## config.mk

```make
export PLATFORM = sky130hd
export DESIGN_NAME = dat_xfer_sched_flat
export DESIGN_NICKNAME = d
export VERILOG_FILES = /design/src/rtl/sd_dat_pkg.sv /design/src/rtl/dat_xfer_sched_if.sv /design/src/rtl/dat_blk_counter.sv /design/src/rtl/dat_xfer_sched.sv /design/src/flat_wrapper.sv
export SDC_FILE = /design/constraint.sdc
export NUM_CORES = 1
export LEC_CHECK = 0
export CAP_MARGIN = 10
export CORE_MARGIN = 2
export CORE_UTILIZATION = 42
export CTS_CLUSTER_DIAMETER = 150
export DETAILED_ROUTE_END_ITERATION = 16
export PLACE_DENSITY_LB_ADDON = 0.1
export REMOVE_ABC_BUFFERS = 1
export SLEW_MARGIN = 20
export SYNTH_ARGS = -nofsm -noshare
export SYNTH_HDL_FRONTEND = slang
export SYNTH_SLANG_ARGS = --single-unit
```

## constraint.sdc

```tcl
create_clock -name clk -period 5.1 [get_ports clk]
set_input_delay 1.02 -clock clk [delete_from_list [all_inputs] [get_ports clk]]
set_output_delay 1.02 -clock clk [all_outputs]
set_load 0.01 [all_outputs]
```

## src/rtl/sd_dat_pkg.sv

```systemverilog
// Shared types and sizing for the SD DAT transfer scheduler.
// Holds the scheduler state enum and default field widths.
package sd_dat_pkg;

  localparam int SD_MAX_BLKSZ = 2048;
  localparam int SD_BLKSZ_W   = $clog2(SD_MAX_BLKSZ) + 1;
  localparam int SD_BLKCNT_W  = 16;

  typedef enum logic [2:0] {
    ST_IDLE,
    ST_FIFO_WAIT,
    ST_LAUNCH,
    ST_PHY_WAIT,
    ST_NEXT,
    ST_STOP_REQ,
    ST_FINISH
  } dat_state_e;

endpackage

```

## src/rtl/dat_xfer_sched_if.sv

```systemverilog
// Scheduler <-> DAT phy / command path handshake bundle.
// master: scheduler side; slave: phy and CMD12 issuer side.
interface dat_xfer_sched_if #(
  parameter int BLKSZ_W = 12
);

  logic               phy_start;
  logic [BLKSZ_W-1:0] phy_len;
  logic               phy_dir;
  logic               phy_done;
  logic               phy_crc_err;
  logic               cmd12_req;
  logic               cmd12_ack;

  modport master (
    output phy_start,
    output phy_len,
    output phy_dir,
    input  phy_done,
    input  phy_crc_err,
    output cmd12_req,
    input  cmd12_ack
  );

  modport slave (
    input  phy_start,
    input  phy_len,
    input  phy_dir,
    output phy_done,
    output phy_crc_err,
    input  cmd12_req,
    output cmd12_ack
  );

endinterface

```

## src/rtl/dat_blk_counter.sv

```systemverilog
// Loadable block down-counter with zero flag.
// Ports: clk, reset, load/load_val, dec -> count, zero.
module dat_blk_counter #(
  parameter int W = 16
) (
  input  logic         clk,
  input  logic         reset,
  input  logic         load,
  input  logic [W-1:0] load_val,
  input  logic         dec,
  output logic [W-1:0] count,
  output logic         zero
);

  assign zero = (count == '0);

  // Decrement saturates at zero so the count never wraps.
  always_ff @(posedge clk) begin
    if (reset) begin
      count <= '0;
    end else if (load) begin
      count <= load_val;
    end else if (dec && !zero) begin
      count <= count - W'(1);
    end
  end

endmodule

```

## src/rtl/dat_xfer_sched.sv

```systemverilog
// SD DAT block-transfer sequencer: FIFO gate, phy launch, CMD12.
// Ports: clk/reset/sw_reset_dat, start+mode, abort, fifo_ack, dat bundle, status.
module dat_xfer_sched
  import sd_dat_pkg::*;
#(
  parameter int BLKSZ_W  = SD_BLKSZ_W,
  parameter int BLKCNT_W = SD_BLKCNT_W
) (
  input  logic                clk,
  input  logic                reset,
  input  logic                sw_reset_dat,
  input  logic                start,
  input  logic                multi_block,
  input  logic                dir_read,
  input  logic                blk_cnt_en,
  input  logic                auto_cmd12_en,
  input  logic [BLKSZ_W-1:0]  block_size,
  input  logic [BLKCNT_W-1:0] block_count,
  input  logic                abort,
  input  logic                fifo_ack,
  dat_xfer_sched_if.master    dat,
  output logic                busy,
  output logic                xfer_done,
  output logic                xfer_err,
  output logic [BLKCNT_W-1:0] blocks_left
);

  dat_state_e state;
  dat_state_e state_nx;

  logic clr;
  logic start_ok;
  logic bounded_in;
  logic err_q;
  logic abort_q;
  logic multi_q;
  logic auto_q;
  logic bounded_q;
  logic dir_q;
  logic [BLKSZ_W-1:0] len_q;

  logic                cnt_dec;
  logic                cnt_zero;
  logic [BLKCNT_W-1:0] cnt_init;
  logic                stop_cmd12;
  logic                last_blk;

  assign clr        = reset | sw_reset_dat;
  assign start_ok   = start & (state == ST_IDLE);
  assign bounded_in = ~multi_block | blk_cnt_en;
  assign stop_cmd12 = multi_q & auto_q;

  // Unbounded transfers never look at the count, so it loads zero.
  assign cnt_init = !multi_block ? BLKCNT_W'(1)
                  : blk_cnt_en   ? block_count
                  : '0;

  // An abort seen in the NEXT cycle itself still ends the transfer.
  assign last_blk = (bounded_q & cnt_zero) | abort_q | abort;

  dat_blk_counter #(
    .W (BLKCNT_W)
  ) u_cnt (
    .clk      (clk),
    .reset    (clr),
    .load     (start_ok),
    .load_val (cnt_init),
    .dec      (cnt_dec),
    .count    (blocks_left),
    .zero     (cnt_zero)
  );

  always_ff @(posedge clk) begin
    if (clr) begin
      state <= ST_IDLE;
    end else begin
      state <= state_nx;
    end
  end

  always_comb begin
    state_nx = state;
    cnt_dec  = 1'b0;
    unique case (state)
      ST_IDLE: begin
        if (start) begin
          if (block_size == '0) begin
            state_nx = ST_FINISH;
          end else if (bounded_in && cnt_init == '0) begin
            state_nx = ST_FINISH;
          end else begin
            state_nx = ST_FIFO_WAIT;
          end
        end
      end
      ST_FIFO_WAIT: begin
        if (fifo_ack) begin
          state_nx = ST_LAUNCH;
        end
      end
      ST_LAUNCH: begin
        state_nx = ST_PHY_WAIT;
      end
      ST_PHY_WAIT: begin
        if (dat.phy_done) begin
          if (dat.phy_crc_err) begin
            state_nx = stop_cmd12 ? ST_STOP_REQ : ST_FINISH;
          end else begin
            state_nx = ST_NEXT;
            cnt_dec  = bounded_q;
          end
        end
      end
      ST_NEXT: begin
        if (last_blk) begin
          state_nx = stop_cmd12 ? ST_STOP_REQ : ST_FINISH;
        end else begin
          state_nx = ST_FIFO_WAIT;
        end
      end
      ST_STOP_REQ: begin
        if (dat.cmd12_ack) begin
          state_nx = ST_FINISH;
        end
      end
      ST_FINISH: begin
        state_nx = ST_IDLE;
      end
      default: begin
        state_nx = ST_IDLE;
      end
    endcase
  end

  always_ff @(posedge clk) begin
    if (clr) begin
      err_q     <= 1'b0;
      abort_q   <= 1'b0;
      multi_q   <= 1'b0;
      auto_q    <= 1'b0;
      bounded_q <= 1'b0;
      dir_q     <= 1'b0;
      len_q     <= '0;
    end else if (start_ok) begin
      err_q     <= (block_size == '0);
      abort_q   <= 1'b0;
      multi_q   <= multi_block;
      auto_q    <= auto_cmd12_en;
      bounded_q <= bounded_in;
      dir_q     <= dir_read;
      len_q     <= block_size;
    end else begin
      if (state == ST_IDLE) begin
        abort_q <= 1'b0;
      end else if (abort) begin
        abort_q <= 1'b1;
      end
      if (state == ST_PHY_WAIT && dat.phy_done && dat.phy_crc_err) begin
        err_q <= 1'b1;
      end
    end
  end

  assign dat.phy_start = (state == ST_LAUNCH);
  assign dat.phy_len   = len_q;
  assign dat.phy_dir   = dir_q;
  assign dat.cmd12_req = (state == ST_STOP_REQ);

  assign busy      = (state != ST_IDLE);
  assign xfer_done = (state == ST_FINISH) & ~err_q;
  assign xfer_err  = (state == ST_FINISH) & err_q;

endmodule

```

## src/flat_wrapper.sv

```systemverilog
// flat-port wrapper written by rule: the top's interface ports become plain ports
module dat_xfer_sched_flat import sd_dat_pkg::*;
#(
  parameter int BLKSZ_W  = SD_BLKSZ_W,
  parameter int BLKCNT_W = SD_BLKCNT_W
)
  (clk, reset, sw_reset_dat, start, multi_block, dir_read, blk_cnt_en, auto_cmd12_en, block_size, block_count, abort, fifo_ack, busy, xfer_done, xfer_err, blocks_left, dat_phy_start, dat_phy_len, dat_phy_dir, dat_phy_done, dat_phy_crc_err, dat_cmd12_req, dat_cmd12_ack);
  dat_xfer_sched_if #(.BLKSZ_W(BLKSZ_W)) dat_i ();
  input  logic clk;
  input  logic reset;
  input  logic sw_reset_dat;
  input  logic start;
  input  logic multi_block;
  input  logic dir_read;
  input  logic blk_cnt_en;
  input  logic auto_cmd12_en;
  input  logic [BLKSZ_W-1:0] block_size;
  input  logic [BLKCNT_W-1:0] block_count;
  input  logic abort;
  input  logic fifo_ack;
  output logic busy;
  output logic xfer_done;
  output logic xfer_err;
  output logic [BLKCNT_W-1:0] blocks_left;
  output wire logic [$bits(dat_i.phy_start)-1:0] dat_phy_start;
  output wire logic [$bits(dat_i.phy_len)-1:0] dat_phy_len;
  output wire logic [$bits(dat_i.phy_dir)-1:0] dat_phy_dir;
  input wire logic [$bits(dat_i.phy_done)-1:0] dat_phy_done;
  input wire logic [$bits(dat_i.phy_crc_err)-1:0] dat_phy_crc_err;
  output wire logic [$bits(dat_i.cmd12_req)-1:0] dat_cmd12_req;
  input wire logic [$bits(dat_i.cmd12_ack)-1:0] dat_cmd12_ack;
  assign dat_phy_start = dat_i.phy_start;
  assign dat_phy_len = dat_i.phy_len;
  assign dat_phy_dir = dat_i.phy_dir;
  assign dat_i.phy_done = dat_phy_done;
  assign dat_i.phy_crc_err = dat_phy_crc_err;
  assign dat_cmd12_req = dat_i.cmd12_req;
  assign dat_i.cmd12_ack = dat_cmd12_ack;
  dat_xfer_sched #(.BLKSZ_W(BLKSZ_W), .BLKCNT_W(BLKCNT_W)) u_core (.clk(clk), .reset(reset), .sw_reset_dat(sw_reset_dat), .start(start), .multi_block(multi_block), .dir_read(dir_read), .blk_cnt_en(blk_cnt_en), .auto_cmd12_en(auto_cmd12_en), .block_size(block_size), .block_count(block_count), .abort(abort), .fifo_ack(fifo_ack), .dat(dat_i), .busy(busy), .xfer_done(xfer_done), .xfer_err(xfer_err), .blocks_left(blocks_left));
endmodule
```

Yosys cells after proc, flatten, opt, wreduce, memory -nomap -nowiden
Index checks and enable logic that the tools add are counted.

Add/sub/neg operators: 1. Multipliers: 0. Div/mod/pow operators: 0. $lt $le $gt $ge: 0. Equality and inequality tests: 10. Shifts and indexed selects: 0. Multiplexer cells: 19. Bitwise operators: 11. Reduce and logical (&&, ||, !) cells: 14.

Operators by type and width (number): $mux W16 (4); $logic_not A16 Y1 (2); $mux W3 (8); $pmux W3 S6 (1); $sub A16 B1 Y16 const B (1); $logic_not A12 Y1 (1); $eq A3 B3 Y1 const B (3); $eq A3 B2 Y1 const B (2); $ne A2 B2 Y1 const B (3); $and A1 B1 Y1 (5); $mux W1 (5); $logic_and A1 B1 Y1 (4); $or A1 B1 Y1 (4); $reduce_and A4 Y1 (1); $reduce_bool A2 Y1 (2); $eq A3 B1 Y1 const B (1); $logic_not A3 Y1 (1); $reduce_bool A3 Y1 (1); $reduce_or A3 Y1 (1); $mux W2 (1); $ne A2 B1 Y1 const B (1); $not A1 Y1 (2); $logic_not A1 Y1 (1).

Bits in registers: 37. Latch bits: 0. RAM bits: 0. Bits in read-only memories: 0. Input port bits: 41. Output and inout bits: 34. Logic and storage cells: 64. Memories kept: 0.

Logic depth before layout (Yosys ltp)
Gate-level depths: netlist of run 1.

Depth in word-level cells: 8. Gate-level depth with buffers: 8. Gate-level depth less buffers: 7.

By module
Synthesis of run 1 repeated with hierarchy kept, for this count alone.

Cells, all modules: 278. Area total of the unflattened synthesis: 2162.1 um2.

Modules (own cells, without submodules): dat_xfer_sched (instances 1, cells an instance 164, area each 1217.4 um2, sequential area each 420.4 um2); dat_blk_counter (instances 1, cells an instance 114, area each 944.7 um2, sequential area each 320.3 um2).

Least setup slack after synthesis of run 1
Ideal clock, no wire load.

Path type: input -> register. Start: input port dat_phy_done. End: register u_core.u_cnt.count[9]. Library setup time: 0.073 ns. Data arrival time: 2.460 ns. Data required time: 5.027 ns. Setup slack: 2.566 ns. Stages: 6. Buffers on the path: 1. Cells stage by stage: nand4b_1 > or3b_1 > clkbuf_1 > nor4_1 > mux2_1 > nor3_2.

Cells in the longest elaborated chain, start to end: 4.

Ends and longest elaborated chain: start: declaration (RTL line flat_wrapper.sv:28) `input wire logic [$bits(dat_i.phy_done)-1:0] dat_phy_done;`; $mux W1 (RTL line dat_xfer_sched.sv:105) `if (dat.phy_done) begin`; $mux W1 (RTL line dat_xfer_sched.sv:84) `unique case (state)`; $logic_and A1 B1 Y1 (RTL line dat_blk_counter.sv:23) `end else if (dec && !zero) begin`; $reduce_bool A2 Y1 (no line); end signal: assignment (RTL line dat_blk_counter.sv:22) `count <= load_val;`; end signal: assignment (RTL line dat_blk_counter.sv:24) `count <= count - W'(1);`; end: declaration (RTL line dat_blk_counter.sv:11) `output logic [W-1:0] count,`.

Every way passes these cells. A chain may end at the register's enable or synchronous reset.

Final worst setup path of run 1
Start: input port dat_phy_done. End: register u_core.u_cnt.count[1].

The elaborated chain is that of the path after synthesis.

==> results by group, run 1 <==
Synthesis
  • Async set or reset register ratio after synthesis: 0%
  • Post-synthesis cell area: between 2000 and 2500 um^2
  • Synthesis Warnings: 0
  • Register bit count reported by yosys: 37
  • Mapped Cells: between 200 and 300
  • Distinct cell type count after synthesis: between 50 and 60
  • Post-synth EDFFs: 0
  • Top-area cell type share of the netlist area: 35.3%
  • Average footprint of a synthesized cell: 7.69 um^2
  • Cell type contributing the most total cell area after synthesis: dfxtp_1
  • Top area cells in the synthesized netlist: dfxtp_1 (35%), nand2_1 (8.8%), a21oi_1 (7.9%)
  • Most used DFF post-synth: dfxtp_1
  • Proportion of synthesized chip area in sequential cells: between 30% and 40%

Global route
  • First-pass GRT wire length: just under 10000 um
  • Grt ovf: 0
  • Number of global-route vias before repair: 2169
  • All-layer global routing usage: a little under a quarter
  • Antenna violations before repair: 0
  • Pin count of the biggest net entering global routing: 40

Clock network
  • Post-CTS Setup Bufs: 0
  • TritonCTS Buffers: 5
  • Sinks on the clock net: 37
  • Worst-case clock buffer depth: 2
  • Clock root buffer: clkbuf_8
  • Clock transition at the registers of the reported paths: around 0.08 ns
  • Worst-skew pair later-pin latency: 0.30 ns
  • Post-CTS resize count: 0
  • CTS Hold Bufs: 0
  • CTS H-tree lvls: 2
  • TritonCTS clock tree: built

Drt
  • Detailed route wirelength on metal2: 2710 um
  • Metal-1 WL: approximately 2800 um
  • Final Routed Wirelength: just over 6000 um
  • DR WL met3: 498 um
  • Detailed Route Iter0 Violations: 110
  • Count of nets left with antenna violations after detail routing: 0
  • Via count: between 2000 and 2500
  • DRC violations left: 0
  • Vias per inst: around 5.7
  • Highest routed metal layer: met4
  • Detailed-routing iteration count for the pre-antenna-repair pass: 4
  • WL/cell: 15.1 um

Timing
  • Final number of setup-violating endpoints: 0
  • Slew at the pin closest to its max-slew limit: ~1.0 ns
  • Maximum clock skew at final layout: 0.0103 ns
  • RSZ-0062 raised after global routing: false
  • Highest clock frequency the design can meet: approximately 330 MHz
  • Setup tns final: 0 ns
  • Number of max-slew violations in the final report: 0
  • Post-route clock period utilization: about three fifths
  • Max transition margin: roughly 30%
  • Final critical-path required period: roughly 3 ns
  • Hold Violations, Final: 0

Floorplanning
  • Starting utilization of the core area: a little over two fifths
  • Row count: 25
  • Die outline area: around 5600 um^2
  • Width of the die: 74.7 um
  • I/O pin count: 75
  • Core box area: around 4800 um^2
  • Vert. Die Dim: between 70 and 80 um

Setup path
  • Source of the critical timing path: dat_phy_done
  • Arrival time of data at the critical path endpoint: 3.23 ns
  • Worst R2R End: u_core.u_cnt.count[1]$_SDFFE_PP0P_
  • Cell with the largest stage delay on the worst path: or3b_1
  • Required time reported for the critical path endpoint: 5.30 ns
  • Critical path type: primary input to flip-flop
  • Worst Setup End Kind: flip-flop
  • Highest fanout seen on the critical path: 14
  • FF-to-FF path depth: 5
  • Register-to-register setup slack: 2.55 ns
  • Maximum single-stage delay on the critical path: about 0.56 ns
  • End of the critical path: u_core.u_cnt.count[1]$_SDFFE_PP0P_
  • Worst reg2reg path startpoint: u_core.state[0]$_SDFFE_PP0P_
  • Type of element launching the critical path: primary input
  • Worst path cell trace: clkdlybuf4s50_1, nand4b_1, or3b_1, nor2_2, nor3_1, a2111oi_2

Power
  • Leak Pwr: around 1.1 nW
  • Maximum resistive drop on vdd: 0.164 mV
  • Power density relative to cell area: between 200 and 250 nW/um^2
  • Total power: about 740 uW

Worst hold path
  • Hold Path Class: flip-flop to flip-flop
  • Cell depth of the worst min-delay path: 2

Placed design
  • Routability-driven placement congestion ratio: ~0.9
  • PortBufs: 74
  • Sum of net half-perimeters after detailed placement: between 4000 and 5000 um

Flow run
  • Max-Cap Viols: 0

Layout
  • Count of nets after finishing: ~380
  • Fraction of final layout cells with drive strength greater than 1: under 10%
  • Filler Cells Inserted: around 450
  • Antenna cell count: 0
  • Layout Area Growth over Synthesis: 41.2%

Status
  • Status: finished clean
[worst max-delay path: cells and delay by family]
kind	cells	cell delay, ns
AND/OR/NAND/NOR	4	1.45
buffers and inverters	1	0.48
AO/OA/AOI/OAI	1	0.28
[where the power goes]
group / internal, mW / total (mW) / switching [mW]
Combinational: 0.0730 / 0.152 / 0.0793
Clock: 0.159 / 0.275 / 0.116
Sequential: 0.298 / 0.310 / 0.0113
[cell type report]
| type | instances | area, um^2 | area share (%) |
|---|---|---|---|
| timing repair buffer | 75 | 748 | 25.2 |
| inverter | 7 | 26.3 | 0.886 |
| clock buffer | 6 | 82.6 | 2.78 |
| sequential | 37 | 741 | 25.0 |
| multi-input combinational | 209 | 1250 | 42.0 |
| clock inverter | 2 | 37.5 | 1.27 |
| tap | 67 | 83.8 | 2.83 |
[cell usage in the layout, fill, tap and decap left out, drive strengths merged, types with 5 or more instances in the layout]
| cell | netlist | layout |
|---|---|---|
| nand3 | 5 | 5 |
| nor3 | 25 | 25 |
| nor2 | 9 | 9 |
| or4 | 6 | 6 |
| clkbuf | 16 | 6 |
| a21oi | 33 | 33 |
| nand2 | 50 | 50 |
| inv | 7 | 7 |
| and3 | 6 | 6 |
| nor4 | 14 | 14 |
| dfxtp | 37 | 37 |
| clkdlybuf4s50 | 0 | 74 |
[Yosys cell counts (2+ instances only)]
library cell,instances
nor4_1,14
a2111oi_2,2
a21o_1,2
nand3_1,5
a211o_1,2
o21ai_0,3
or3_1,2
o31ai_1,3
o311a_1,2
nand4b_1,2
buf_2,3
a21oi_1,33
mux2_1,2
and3_1,6
a211oi_1,4
ha_1,2
nand4_1,2
nor3_1,24
o31a_1,2
clkbuf_1,16
a31oi_1,3
xnor2_1,2
dfxtp_1,37
nor3b_1,3
nor2_1,8
or4_1,6
inv_1,7
nand2_1,49
and2_1,2
[sequential cells by signal, summed over array words and instances, names as in the netlist]
signal and flops:
u_core.abort_q 1, u_core.auto_q 1, u_core.bounded_q 1, u_core.dat.phy_dir 1, u_core.dat.phy_len 12, u_core.err_q 1
u_core.multi_q 1, u_core.state 3, u_core.u_cnt.count 16
[cell families (layout without fill, tap and decap cells)]
family	count (synthesis)	count (layout)	synth area share (%)
buffers and inverters	27	90	5.36
XOR/XNOR	2	2	0.834
multiplexers	2	2	1.07
AO/OA/AOI/OAI	69	69	22.3
flip-flops	37	37	35.3
adder cells (fa/ha/maj)	2	2	1.19
AND/OR/NAND/NOR	134	134	33.9
[worst min path at each step]
stage | start | end | slack [ns]
global placement | u_core.dat.phy_len[2]$_SDFFE_PP0P_ | u_core.dat.phy_len[2]$_SDFFE_PP0P_ | 0.44
global route | u_core.dat.phy_len[8]$_SDFFE_PP0P_ | u_core.dat.phy_len[8]$_SDFFE_PP0P_ | 0.48
CTS | u_core.dat.phy_len[0]$_SDFFE_PP0P_ | u_core.dat.phy_len[0]$_SDFFE_PP0P_ | 0.46
floorplan | u_core.multi_q$_SDFFE_PP0P_ | u_core.multi_q$_SDFFE_PP0P_ | 0.45
finish | u_core.dat.phy_len[1]$_SDFFE_PP0P_ | u_core.dat.phy_len[1]$_SDFFE_PP0P_ | 0.46
detailed placement | u_core.dat.phy_len[5]$_SDFFE_PP0P_ | u_core.dat.phy_len[5]$_SDFFE_PP0P_ | 0.45
[per-stage QoR]
step | cell area [um^2] | utilization [%] | cells | worst slack, ns | hold slack [ns]
after floorplan | 2010 | - | 253 | 2.57 | 0.445
after global placement | 2850 | 59.5 | 395 | 1.84 | 0.441
after detailed placement | 2850 | 59.5 | 395 | 1.79 | 0.448
after CTS | 2970 | 62.0 | 403 | 2.09 | 0.459
after global routing | 2970 | 62.0 | 403 | 1.92 | 0.480
final | 2970 | 62.0 | 403 | 2.07 | 0.457
[routing by layer]
metal / track usage (%) / vias to the layer above
met4: 8.93 / 0
met3: 6.96 / 8
met5: 0 / -
met1: 31.1 / 1074
li1: - / 1135
met2: 34.9 / 92
Power figures use the tool's default switching activity.
==> inputs of run 2 (changes only) <==
==> constraint.sdc (replaced) <==
create_clock -name clk -period 2.8 [get_ports clk]
set_input_delay 0.56 -clock clk [delete_from_list [all_inputs] [get_ports clk]]
set_output_delay 0.56 -clock clk [all_outputs]
set_load 0.01 [all_outputs]
==> run 2 against run 1 <==
Compared with the run above: hold slack gained 0.0048 ns; first-iteration DRC count grew 45%; global-route usage grew 1.4 points; clock power grew 83%; clock skew shrank 0.0022 ns; cell count grew 2.2%; cell area grew 2.3%; sequential power grew 82%; worst setup slack lost 1.7 ns; register-to-register slack lost 2.2 ns; critical endpoint unchanged; largest power group unchanged.
==> results by group, run 2 (same netlist as run 1, synthesis figures left out) <==
Status
  • Status: finished clean

Clock network
  • Clock root buffer: clkbuf_8
  • CTS Hold Bufs: 0 (unchanged)
  • Worst-skew pair later-pin latency: 0.30 ns (about the same)
  • Sinks on the clock net: 37 (unchanged)
  • Worst-case clock buffer depth: 2 (unchanged)
  • TritonCTS Buffers: 5 (unchanged)
  • TritonCTS clock tree: built
  • CTS H-tree lvls: 2 (unchanged)
  • Clock transition at the registers of the reported paths: 0.08 ns (about the same)
  • Post-CTS resize count: 0 (unchanged)
  • Post-CTS Setup Bufs: 0 (unchanged)

Timing
  • Highest clock frequency the design can meet: slightly above 400 MHz
  • Worst hold slack after final layout: 0.462 ns (+0.00478 ns)
  • Post-route clock period utilization: a little under 90%
  • Hold Violations, Final: 0 (unchanged)
  • Maximum clock skew at final layout: 0.00805 ns (-0.00222 ns)
  • Final number of setup-violating endpoints: 0 (unchanged)
  • Slack of the critical path: 0.357 ns (-1.71 ns)
  • Final critical-path required period: between 2 and 2.5 ns
  • Number of max-slew violations in the final report: 0 (unchanged)
  • Setup tns final: 0 ns (unchanged)
  • RSZ-0062 raised after global routing: false
  • Slew at the pin closest to its max-slew limit: 0.619 ns (-0.429 ns)
  • Max transition margin: 58.7% (+29 points)

Layout
  • Area used by multi-input combinational logic: 1250 um^2 (unchanged)
  • Antenna cell count: 0 (unchanged)
  • Layout Area Growth over Synthesis: 44.5%
  • Flip-flop count of the largest register after layout: 16 (unchanged)
  • Filler Cells Inserted: 461 (+1.8%)
  • Seq. cell area: 741 um^2 (unchanged)
  • Count of nets after finishing: 387 (+2.4%)
  • Most frequent cells in the layout: clkdlybuf4s50_1 (74), nand2_1 (49), dfxtp_1 (37)
  • Fraction of final layout cells with drive strength greater than 1: 8.41% (+2.5 points)
  • Most frequent standard cell in the layout excluding fill and tap cells: clkdlybuf4s50_1
  • Reg with most FFs: u_core.u_cnt.count

Drt
  • Count of nets left with antenna violations after detail routing: 0 (unchanged)
  • Detailed Route Iter0 Violations: 159 (+45%)
  • Detailed-routing iteration count for the pre-antenna-repair pass: 4 (unchanged)
  • DRC violations left: 0 (unchanged)
  • WL/cell: 15.6 um (+3.0%)
  • Via count: 2363 (+2.3%)
  • Final Routed Wirelength: 6410 um (+5.3%)
  • Vias per inst: 5.74 (+0.10%)

Floorplanning
  • Core box area: 4790 um^2 (unchanged)
  • Row count: 25 (unchanged)
  • Vert. Die Dim: 74.7 um (unchanged)
  • I/O pin count: 75 (unchanged)
  • Starting utilization of the core area: 43.9% (unchanged)
  • Width of the die: 74.7 um (unchanged)
  • Die outline area: 5580 um^2 (unchanged)

Placed design
  • Sum of net half-perimeters after detailed placement: 4650 um (+9.4%)
  • Setup WS pre-CTS: 0.179 ns (-1.61 ns)
  • PortBufs: 74 (unchanged)
  • Routability-driven placement congestion ratio: 0.905 (+0.84%)

Global route
  • Number of global-route vias before repair: 2221 (+2.4%)
  • All-layer global routing usage: 24.5% (+1.4 points)
  • Grt ovf: 0 (unchanged)
  • Pin count of the biggest net entering global routing: 25 (-38%)
  • First-pass GRT wire length: 10600 um (+7.9%)
  • Antenna violations before repair: 0 (unchanged)

Setup path
  • Highest fanout seen on the critical path: 10 (-4)
  • Critical path type: flip-flop to flip-flop
  • Arrival time of data at the critical path endpoint: 2.63 ns (-0.60 ns)
  • Type of element launching the critical path: flip-flop
  • Worst Setup End Kind: flip-flop
  • Required time reported for the critical path endpoint: 2.99 ns (-2.31 ns)

Power
  • Leak Pwr: 1.09 nW (+4.2%)
  • Power density relative to cell area: 447 nW/um^2 (+80%)
  • Maximum resistive drop on vdd: 0.303 mV (+84%)
  • Total power: 1.35 mW (+84%)

Flow run
  • Max-Cap Viols: 0 (unchanged)

Worst hold path
  • Hold Path Class: flip-flop to flip-flop
==> run 2: changes by cell type in the layout (fill, tap and decap cells not counted), sizes merged <==
cell  before  now
buf        1   10
==> run 2: worst max-delay path, stage by stage, from the launching register on <==
cell	delay [ns]
dfxtp_1	0.34
inv_1	0.14
ha_1	0.16
or4b_1	0.54
nor4b_2	0.45
nor2_2	0.14
buf_4	0.21
a2111oi_2	0.36
==> run 2: routing by layer <==
layer | global-route usage (%) | up-vias | routed length, um
met3 | 4.95 | 4 | 467
met5 | 0 | - | 0
li1 | - | 1163 | -
met2 | 38.2 | 91 | 2900
met1 | 34.6 | 1105 | 3000
met4 | 7.14 | 0 | 45
==> run 2: final cells by class <==
cell class | instances | area share [%]
Clock buffer | 6 | 2.72
Clock inverter | 2 | 1.24
Inverter | 7 | 0.866
Multi-Input combinational cell | 209 | 41.1
Sequential cell | 37 | 24.4
Tap cell | 67 | 2.76
Timing Repair Buffer | 84 | 26.9
==> run 2: report_power, final <==
| group | switching (mW) | leakage [nW] | internal (mW) |
|---|---|---|---|
| registers | 0.0209 | 0.301 | 0.543 |
| clock network | 0.212 | 0.0574 | 0.290 |
| logic | 0.149 | 0.736 | 0.140 |
==> run 2: metrics by stage <==
step	utilization, %	instances	area (um^2)
4_1_cts	63.4	412	3030
2_1_floorplan	-	253	2010
6_report	63.4	412	3030
3_3_place_gp	60.9	404	2910
3_5_place_dp	60.9	404	2910
5_1_grt	63.4	412	3030
==> run 2: worst paths after layout <==
kind | from | end | slack [ns] | depth (start not counted)
worst max-delay path | u_core.u_cnt.count[0]$_SDFFE_PP0P_ | u_core.u_cnt.count[1]$_SDFFE_PP0P_ | 0.36 | 7
worst max register to register | u_core.u_cnt.count[0]$_SDFFE_PP0P_ | u_core.u_cnt.count[1]$_SDFFE_PP0P_ | 0.36 | 7
worst min-delay path | u_core.dat.phy_len[11]$_SDFFE_PP0P_ | u_core.dat.phy_len[11]$_SDFFE_PP0P_ | 0.46 | 2
worst min register to register | u_core.dat.phy_len[11]$_SDFFE_PP0P_ | u_core.dat.phy_len[11]$_SDFFE_PP0P_ | 0.46 | 2
